**src/rtl/dircc_counter_send_handler.sv**
```systemverilog
// Send side of the counter processing element: when the device state carries a pending
// rts flag, lock the state store, emit one counter packet per output edge, then clear rts.
module dircc_counter_send_handler #(
  parameter int ADDR_W     = 16,
  parameter int DATA_W     = 96,
  parameter int MAX_FANOUT = 4,
  parameter int USER_W     = 32
) (
  input  logic                         clk,
  input  logic                         reset,
  input  logic [ADDR_W-1:0]            dev_addr,
  input  logic [2:0]                   fanout_count,
  input  logic [MAX_FANOUT*ADDR_W-1:0] fanout_addr,
  input  logic [USER_W-1:0]            read_user_state,
  output logic                         lock_req,
  input  logic                         lock_gnt,
  output logic [USER_W-1:0]            write_user_state,
  output logic                         write_state_valid,
  output logic [ADDR_W-1:0]            packet_out_dest,
  output logic [DATA_W-1:0]            packet_out_data,
  output logic                         packet_out_valid,
  input  logic                         packet_out_ready,
  output logic                         busy,
  output logic [15:0]                  packets_sent
);

  localparam int HALF_W = USER_W / 2;
  localparam int SEL_W  = (MAX_FANOUT > 1) ? $clog2(MAX_FANOUT) : 1;

  typedef enum logic [1:0] {
    IDLE  = 2'd0,
    LOCK  = 2'd1,
    SEND  = 2'd2,
    CLEAR = 2'd3
  } state_t;

  state_t            state_reg;
  logic [2:0]        idx_reg;
  logic [HALF_W-1:0] snapshot_reg;

  logic [ADDR_W-1:0] edge_addr [MAX_FANOUT];
  logic [2:0]        fanout_clamped;
  logic [2:0]        idx_next;
  logic              last_edge;
  logic [HALF_W-1:0] cur_count;
  logic [HALF_W-1:0] cur_rts;
  logic [USER_W-1:0] cleared_state;

  genvar gi;
  generate
    for (gi = 0; gi < MAX_FANOUT; gi++) begin : g_edge
      assign edge_addr[gi] = fanout_addr[gi*ADDR_W +: ADDR_W];
    end
  endgenerate

  assign cur_count     = read_user_state[USER_W-1:HALF_W];
  assign cur_rts       = read_user_state[HALF_W-1:0];
  assign cleared_state = {cur_count, {HALF_W{1'b0}}};

  always_comb begin
    fanout_clamped = fanout_count;
    if (int'(fanout_count) > MAX_FANOUT) fanout_clamped = 3'(MAX_FANOUT);
  end

  assign idx_next  = idx_reg + 3'd1;
  assign last_edge = (idx_reg == (fanout_clamped - 3'd1));

  // Payload: source address in the top field, count zero-extended into the low 64 bits.
  function automatic logic [DATA_W-1:0] pack_data(input logic [ADDR_W-1:0] src,
                                                  input logic [HALF_W-1:0] cnt);
    logic [DATA_W-1:0] d;
    d = '0;
    d[DATA_W-1 -: ADDR_W] = src;
    d[HALF_W-1:0]         = cnt;
    return d;
  endfunction

  always_ff @(posedge clk) begin
    if (reset) begin
      state_reg         <= IDLE;
      idx_reg           <= '0;
      snapshot_reg      <= '0;
      lock_req          <= 1'b0;
      write_user_state  <= '0;
      write_state_valid <= 1'b0;
      packet_out_dest   <= '0;
      packet_out_data   <= '0;
      packet_out_valid  <= 1'b0;
      busy              <= 1'b0;
      packets_sent      <= '0;
    end else begin
      write_state_valid <= 1'b0;
      case (state_reg)
        IDLE: begin
          if (cur_rts != '0) begin
            state_reg <= LOCK;
            lock_req  <= 1'b1;
            busy      <= 1'b1;
          end
        end

        LOCK: begin
          if (lock_gnt) begin
            snapshot_reg <= cur_count;
            idx_reg      <= '0;
            if (fanout_clamped == 3'd0) begin
              state_reg         <= CLEAR;
              write_user_state  <= cleared_state;
              write_state_valid <= 1'b1;
            end else begin
              state_reg        <= SEND;
              packet_out_valid <= 1'b1;
              packet_out_dest  <= edge_addr[0];
              packet_out_data  <= pack_data(dev_addr, cur_count);
            end
          end
        end

        SEND: begin
          // Outputs only move on an accept, so they hold steady through a stall.
          if (packet_out_valid && packet_out_ready) begin
            packets_sent <= packets_sent + 16'd1;
            if (last_edge) begin
              state_reg         <= CLEAR;
              packet_out_valid  <= 1'b0;
              write_user_state  <= cleared_state;
              write_state_valid <= 1'b1;
            end else begin
              idx_reg         <= idx_next;
              packet_out_dest <= edge_addr[idx_next[SEL_W-1:0]];
              packet_out_data <= pack_data(dev_addr, snapshot_reg);
            end
          end
        end

        CLEAR: begin
          state_reg <= IDLE;
          lock_req  <= 1'b0;
          busy      <= 1'b0;
        end

        default: begin
          state_reg        <= IDLE;
          lock_req         <= 1'b0;
          packet_out_valid <= 1'b0;
          busy             <= 1'b0;
        end
      endcase
    end
  end

endmodule

```
**config.mk**
```make
export PLATFORM = sky130hd
export DESIGN_NAME = dircc_counter_send_handler
export DESIGN_NICKNAME = d
export VERILOG_FILES = /design/src/rtl/dircc_counter_send_handler.sv
export SDC_FILE = /design/constraint.sdc
export NUM_CORES = 1
export LEC_CHECK = 0
export ABC_AREA = 0
export BUFFER_PORTS_ARGS = -buffer_cell sky130_fd_sc_hd__buf_2
export CAP_MARGIN = 20
export CORE_MARGIN = 1
export CORE_UTILIZATION = 36
export DETAILED_ROUTE_END_ITERATION = 8
export PLACE_DENSITY = 0.67
export SYNTH_ARGS = -nofsm -noshare
export SYNTH_HDL_FRONTEND = slang
export SYNTH_SLANG_ARGS = --single-unit
```
**constraint.sdc**
```tcl
create_clock -name clk -period 7.4 [get_ports clk]
set_clock_uncertainty 0.15 [all_clocks]
set_input_delay 1.11 -clock clk [delete_from_list [all_inputs] [get_ports clk]]
set_output_delay 1.11 -clock clk [all_outputs]
set_load 0.01 [all_outputs]
```
==> results of run 1 <==
[worst max-delay path, stage by stage]
cell and delay, ns:
buf_2 0.12, nand2b_2 0.22, ha_1 0.16, and2b_1 0.18, nand2_2 0.58, nand2_1 0.44, buf_4 0.37, nand2_2 0.29
o211a_1 0.29
[synth_stat cells (all sizes together) (2+ instances only)]
master	n
nand3	37
ha	8
a21oi	52
nor4	5
a31oi	2
and3	3
inv	11
nor2	17
o21ai	7
or3	4
nand3b	2
nand2b	4
xor2	10
mux2i	36
clkbuf	33
a21boi	2
nor2b	4
o211a	17
nor3	4
nor3b	3
xnor2	9
nand4	5
o211ai	47
a2bb2oi	15
dfxtp	104
mux2	15
o22ai	15
nand2	80
buf	100
[report_power, final]
group	switching, mW	internal [mW]
clock	0.216	0.275
combinational	0.672	0.437
sequential	0.0912	0.718
[through the flow]
step | instances | util, % | power [mW] | setup slack (ns)
4_1_cts | 1049 | 44.72 | 2.432 | 3.648
2_1_floorplan | 745 | - | 1.631 | 4.143
5_1_grt | 1049 | 44.72 | 2.580 | 3.374
6_report | 1049 | 44.72 | 2.410 | 3.665
3_5_place_dp | 1033 | 42.75 | 1.931 | 3.280
3_3_place_gp | 1033 | 42.75 | 1.920 | 3.364
[area by class of cell]
type	count	share of cell area, %
clock inverters	5	0.8886
repair buffers	210	15.52
multi-input cells	496	45.41
clock buffers	11	3.518
inverters	12	0.6529
flip-flops and latches	104	30.18
well taps	211	3.827
[final timing paths]
check,endpoint,start,cells past startpoint
max,packet_out_data[5],fanout_count[2],9
min,snapshot_reg[1],snapshot_reg[1],2
max reg2reg,packet_out_dest[14],idx_reg[0],6
min reg2reg,snapshot_reg[1],snapshot_reg[1],2
[per-layer routing]
layer	vias up	GRT usage [%]	wire (um)
li1	2534	-	-
met1	2410	24.54	6986
met2	183	28.90	7352
met3	7	4.200	891
met4	0	3.945	82
met5	-	0	0
[layout by cell type, fill, tap and decap left out, types with 2 or more instances in the layout]
| master | count |
|---|---|
| dfxtp_1 | 104 |
| nor2_1 | 17 |
| nand2_1 | 78 |
| nand2_2 | 2 |
| nand4_1 | 5 |
| clkbuf_16 | 9 |
| nand2b_1 | 3 |
| a21oi_1 | 52 |
| buf_4 | 8 |
| ha_1 | 7 |
| mux2_2 | 15 |
| mux2i_1 | 36 |
| xnor2_1 | 7 |
| nor4_1 | 5 |
| buf_2 | 202 |
| nand3b_1 | 2 |
| inv_6 | 3 |
| o211ai_1 | 47 |
| o21ai_0 | 7 |
| inv_1 | 11 |
| nor3b_1 | 3 |
| nand3_1 | 36 |
| conb_1 | 80 |
| and3_1 | 3 |
| a2bb2oi_1 | 15 |
| o211a_1 | 17 |
| nor3_1 | 3 |
| nor2b_1 | 4 |
| or3_1 | 4 |
| xor2_1 | 10 |
| o22ai_1 | 15 |
[cells by family after synthesis]
family,count (synthesis),share of synthesized area (%)
adder cells (fa/ha/maj),8,1.731
buffers and inverters,145,15.28
other,1,0.06486
AND/OR/NAND/NOR,173,14.02
multiplexers,51,9.154
XOR/XNOR,19,3.333
AO/OA/AOI/OAI,165,20.41
flip-flops,104,36.01
==> summary.txt, run 1 <==
Cells and area
  • Fill cells: 1545
  • # nets final: 960
  • Area of the multi-input gates: 0.003133 mm^2
  • Share of layout cells above drive strength 1: 30.19%
  • Fin area: 0.006899 mm^2
  • Ant. Diodes: 0
  • Synth-to-layout area growth: 19.32%
  • Largest register FFs: 32
  • Register area: 0.002082 mm^2
  • Top reg by flops: packet_out_data

Synthesis
  • Prevailing post-synth register cell: dfxtp_1
  • Post-synth EDFFs: 0
  • Top cell type's share of synthesized area: 36.01%
  • Sequential element share of the synthesized area: 36.01%
  • Largest area contributor in the netlist: dfxtp_1
  • Synth top area cells: dfxtp_1, buf_4, mux2i_1
  • Cell variety after synth: 55
  • Avg Cell Area, Syn: 8.681 um^2
  • Synthesized instance count: 666
  • Ys Warns: 0
  • FFs w/ async S/R, synth: 0%
  • Yosys reg bits: 104
  • Post-Synthesis Cell Area: 0.005782 mm^2

Clock tree
  • Hold-fix buffers, CTS: 0
  • # H-tree levels: 3
  • Clock transition at path regs: 0.07 ns
  • Post-CTS Resized: 0
  • CTS Buf Count: 9
  • CTS Buffer Depth: 2
  • Root cell of the clock tree: clkbuf_16
  • CTS tree: yes
  • # Post-CTS Setup Buffers: 0
  • Clock insertion delay at the later pin of the skew report: 0.34 ns
  • Sink Count: 104

Die
  • Initial Util: 37.48%
  • Die Ht: 128.7 um
  • DIE AREA: 0.01657 mm^2
  • Core box area: 0.01543 mm^2
  • Die X: 128.7 um
  • Io pins: 283
  • Cell Rows: 45

Routing
  • Drt wl/cell: 14.60 um
  • Via density per instance: 4.894
  • DR pass1 iterations: 5
  • DRT Wirelength: 15310 um
  • Post-route DRC: 0
  • Via count: 5134
  • First DRT Iteration DRCs: 291
  • Antenna Violating Nets Remaining: 0

Global routing
  • Total congestion overflow: 0
  • Pin count of the biggest net entering global routing: 70
  • First-pass GRT wire length: 23530 um
  • Number of global-route vias before repair: 4543
  • Total GRT Usage: 18.02%
  • Initial antenna violation count: 0

Placed design
  • Cell Area, Placed: 0.006595 mm^2
  • # port buffers: 202
  • Post-DP HPWL: 10750 um
  • Routability cong.: 0.7212

STA
  • Achievable Freq: 267.7 MHz
  • Finish-stage setup viols: 0
  • Period utilisation layout: 50.47%
  • Unrepaired setup endpoints after global routing: false
  • Final Hold Viols: 0
  • TNS Setup: 0 ns
  • Fin crit period: 3.735 ns
  • Hold slack final: 0.3033 ns
  • Relative slew slack: 26.49%
  • Pins Over Slew Limit: 0
  • Worst-margin pin slew: 1.103 ns

Critical path
  • Startpoint types: input port
  • CP Max Fanout: 52
  • Worst endpoint required time: 7.49 ns
  • Crit. End Element: flop
  • R2R Setup Slk: 3.99 ns
  • Crit path kind: input port to flop
  • WP data arrival: 3.82 ns

Pwr
  • P per Cell Area: 349.3 mW/mm^2
  • Peak VDD IR: 187.8 uV
  • Leakage power: 3.166 nW

Job
  • Max Cap Viol: 0

Worst hold path
  • Hold Crit Class: flop to flop

Outcome
  • Outcome: finished clean
No activity file was read; power rests on OpenSTA's default activity.
==> run 2, diff against run 1 <==
==> constraint.sdc (replaced) <==
create_clock -name clk -period 3.6 [get_ports clk]
set_clock_uncertainty 0.15 [all_clocks]
set_input_delay 0.54 -clock clk [delete_from_list [all_inputs] [get_ports clk]]
set_output_delay 0.54 -clock clk [all_outputs]
set_load 0.01 [all_outputs]
==> summary.txt, run 2 (synthesized netlist as in run 1, its figures left out) <==
Cells and area
  • Commonest non-fill, non-tap cell in the layout: buf_2
  • Share of layout cells above drive strength 1: 30.72% (+0.53 points)
  • # nets final: 965 (+0.52%)
  • Largest register FFs: 32 (unchanged)
  • Top reg by flops: packet_out_data
  • Ant. Diodes: 0 (unchanged)
  • Fin area: 0.006974 mm^2 (+1.1%)
  • Post-route non-filler standard cell count: 1054 (+0.48%)
  • Synth-to-layout area growth: 20.62%
  • Most frequent cells in the layout: buf_2, dfxtp_1, conb_1
  • Fill cells: 1586 (+2.7%)

STA
  • Worst-margin pin slew: 1.001 ns (-0.1019 ns)
  • Achievable Freq: 397.2 MHz
  • Period utilisation layout: 69.93%
  • Finish-stage setup viols: 0 (unchanged)
  • Fin crit period: 2.517 ns
  • TNS Setup: 0 ns (unchanged)
  • Final worst slack: 1.083 ns (-2.583 ns)
  • Unrepaired setup endpoints after global routing: false
  • Pins Over Slew Limit: 0 (unchanged)
  • Final Hold Viols: 0 (unchanged)
  • Relative slew slack: 32.87% (+6.4 points)

Global routing
  • Pin count of the biggest net entering global routing: 69 (-1.4%)
  • First-pass GRT wire length: 24210 um (+2.9%)
  • Total GRT Usage: 18.58% (+0.56 points)
  • Number of global-route vias before repair: 4697 (+3.4%)
  • Initial antenna violation count: 1 (+1)
  • Total congestion overflow: 0 (unchanged)

Routing
  • DRT Wirelength: 15710 um (+2.6%)
  • Post-route DRC: 0 (unchanged)
  • Antenna Violating Nets Remaining: 0 (unchanged)
  • Routed wl met3: 939 um (+5.4%)
  • Met2 wire len: 7554 um (+2.7%)
  • DRT met1 WL: 7107 um (+1.7%)
  • Via density per instance: 4.877 (-0.36%)
  • Via count: 5140 (+0.12%)
  • Drt wl/cell: 14.91 um (+2.1%)
  • DR pass1 iterations: 4 (-1)
  • First DRT Iteration DRCs: 236 (-19%)
  • Top Metal Used: met5

Critical path
  • Critical Path Source: fanout_count[2]
  • R2R depth: 8 (+2)
  • Crit. End Element: flop
  • R2R Setup Slk: 1.10 ns (-2.89 ns)
  • CP Max Fanout: 16 (-69%)
  • Crit path kind: input port to flop
  • CP endpoint: write_user_state[28]
  • WP data arrival: 2.64 ns (-1.18 ns)
  • Startpoint types: input port
  • R2r startpoint: state_reg[1]
  • R2R Path End: idx_reg[0]
  • Worst endpoint required time: 3.73 ns (-3.76 ns)

Worst hold path
  • Hold Crit Class: input port to flop

Clock tree
  • CTS Buffer Depth: 2 (unchanged)
  • CTS tree: yes
  • CTS Buf Count: 9 (unchanged)
  • Post-CTS Resized: 0 (unchanged)
  • # H-tree levels: 3 (unchanged)
  • Root cell of the clock tree: clkbuf_16
  • Sink Count: 104 (unchanged)
  • Clock transition at path regs: 0.07 ns (about the same)
  • Hold-fix buffers, CTS: 0 (unchanged)
  • # Post-CTS Setup Buffers: 0 (unchanged)
  • Clock insertion delay at the later pin of the skew report: 0.35 ns (about the same)

Die
  • Cell Rows: 45 (unchanged)
  • Initial Util: 37.48% (unchanged)
  • DIE AREA: 0.01657 mm^2 (unchanged)
  • Io pins: 283 (unchanged)
  • Die X: 128.7 um (unchanged)
  • Core box area: 0.01543 mm^2 (unchanged)
  • Die Ht: 128.7 um (unchanged)

Placed design
  • Pre-CTS setup slack: 0.7009 ns (-2.580 ns)
  • Cell Area, Placed: 0.006645 mm^2 (+0.76%)
  • Post-DP HPWL: 11090 um (+3.2%)
  • Cells after DPL: 1038 (+0.48%)
  • # port buffers: 202 (unchanged)
  • Routability cong.: 0.7710 (+6.9%)

Job
  • Max Cap Viol: 0 (unchanged)

Pwr
  • Leakage power: 3.203 nW (+1.2%)
  • P per Cell Area: 726.6 mW/mm^2 (+110%)
  • Peak VDD IR: 506.7 uV (+170%)

Outcome
  • Outcome: finished clean
run 2: cell type report:
class | count | area (um^2) | area share (%)
multi-input combinational | 496 | 3133 | 44.92
sequential | 104 | 2082 | 29.85
timing repair buffer | 215 | 1121 | 16.07
tap | 211 | 264.0 | 3.785
clock buffer | 10 | 239.0 | 3.427
clock inverter | 6 | 90.09 | 1.292
inverter | 12 | 45.04 | 0.6459
run 2: worst max-delay path: stages:
cell and delay (ns):
buf_2 0.12, nand2b_2 0.25, ha_1 0.24, xor2_1 0.30
xnor2_2 0.20, nand3_2 0.14, a221oi_4 0.28, buf_4 0.32
mux2i_1 0.24
run 2: worst min-delay path by stage:
| stage | startpoint | to | slack (ns) | cells after the start |
|---|---|---|---|---|
| after floorplan | snapshot_reg[0] | snapshot_reg[0] | 0.29 | 2 |
| after global placement | write_user_state[20] | write_user_state[20] | 0.29 | 2 |
| after detailed placement | write_user_state[19] | write_user_state[19] | 0.29 | 2 |
| after CTS | read_user_state[20] | snapshot_reg[4] | 0.27 | 3 |
| after global routing | read_user_state[20] | snapshot_reg[4] | 0.27 | 3 |
| final | read_user_state[20] | snapshot_reg[4] | 0.29 | 3 |
run 2: power by group:
group | switching, mW | internal, mW | leakage [nW]
clock network | 0.451 | 0.633 | 0.159
logic | 1.41 | 0.931 | 2.19
registers | 0.165 | 1.48 | 0.851
total | 2.03 | 3.04 | 3.20
run 2: through the flow:
step	power (mW)	hold slack, ns	util (%)
6_report	5.067	0.2865	45.21
5_1_grt	5.414	0.2735	45.21
4_1_cts	5.125	0.2677	45.21
3_5_place_dp	4.020	0.2948	43.07
3_3_place_gp	3.995	0.2906	43.07
2_1_floorplan	3.352	0.2860	-
run 2: per-layer routing:
| metal | up-vias | global-route usage [%] |
|---|---|---|
| li1 | 2540 | - |
| met1 | 2431 | 23.48 |
| met2 | 157 | 31.29 |
| met3 | 10 | 4.906 |
| met4 | 2 | 4.775 |
| met5 | - | 0 |
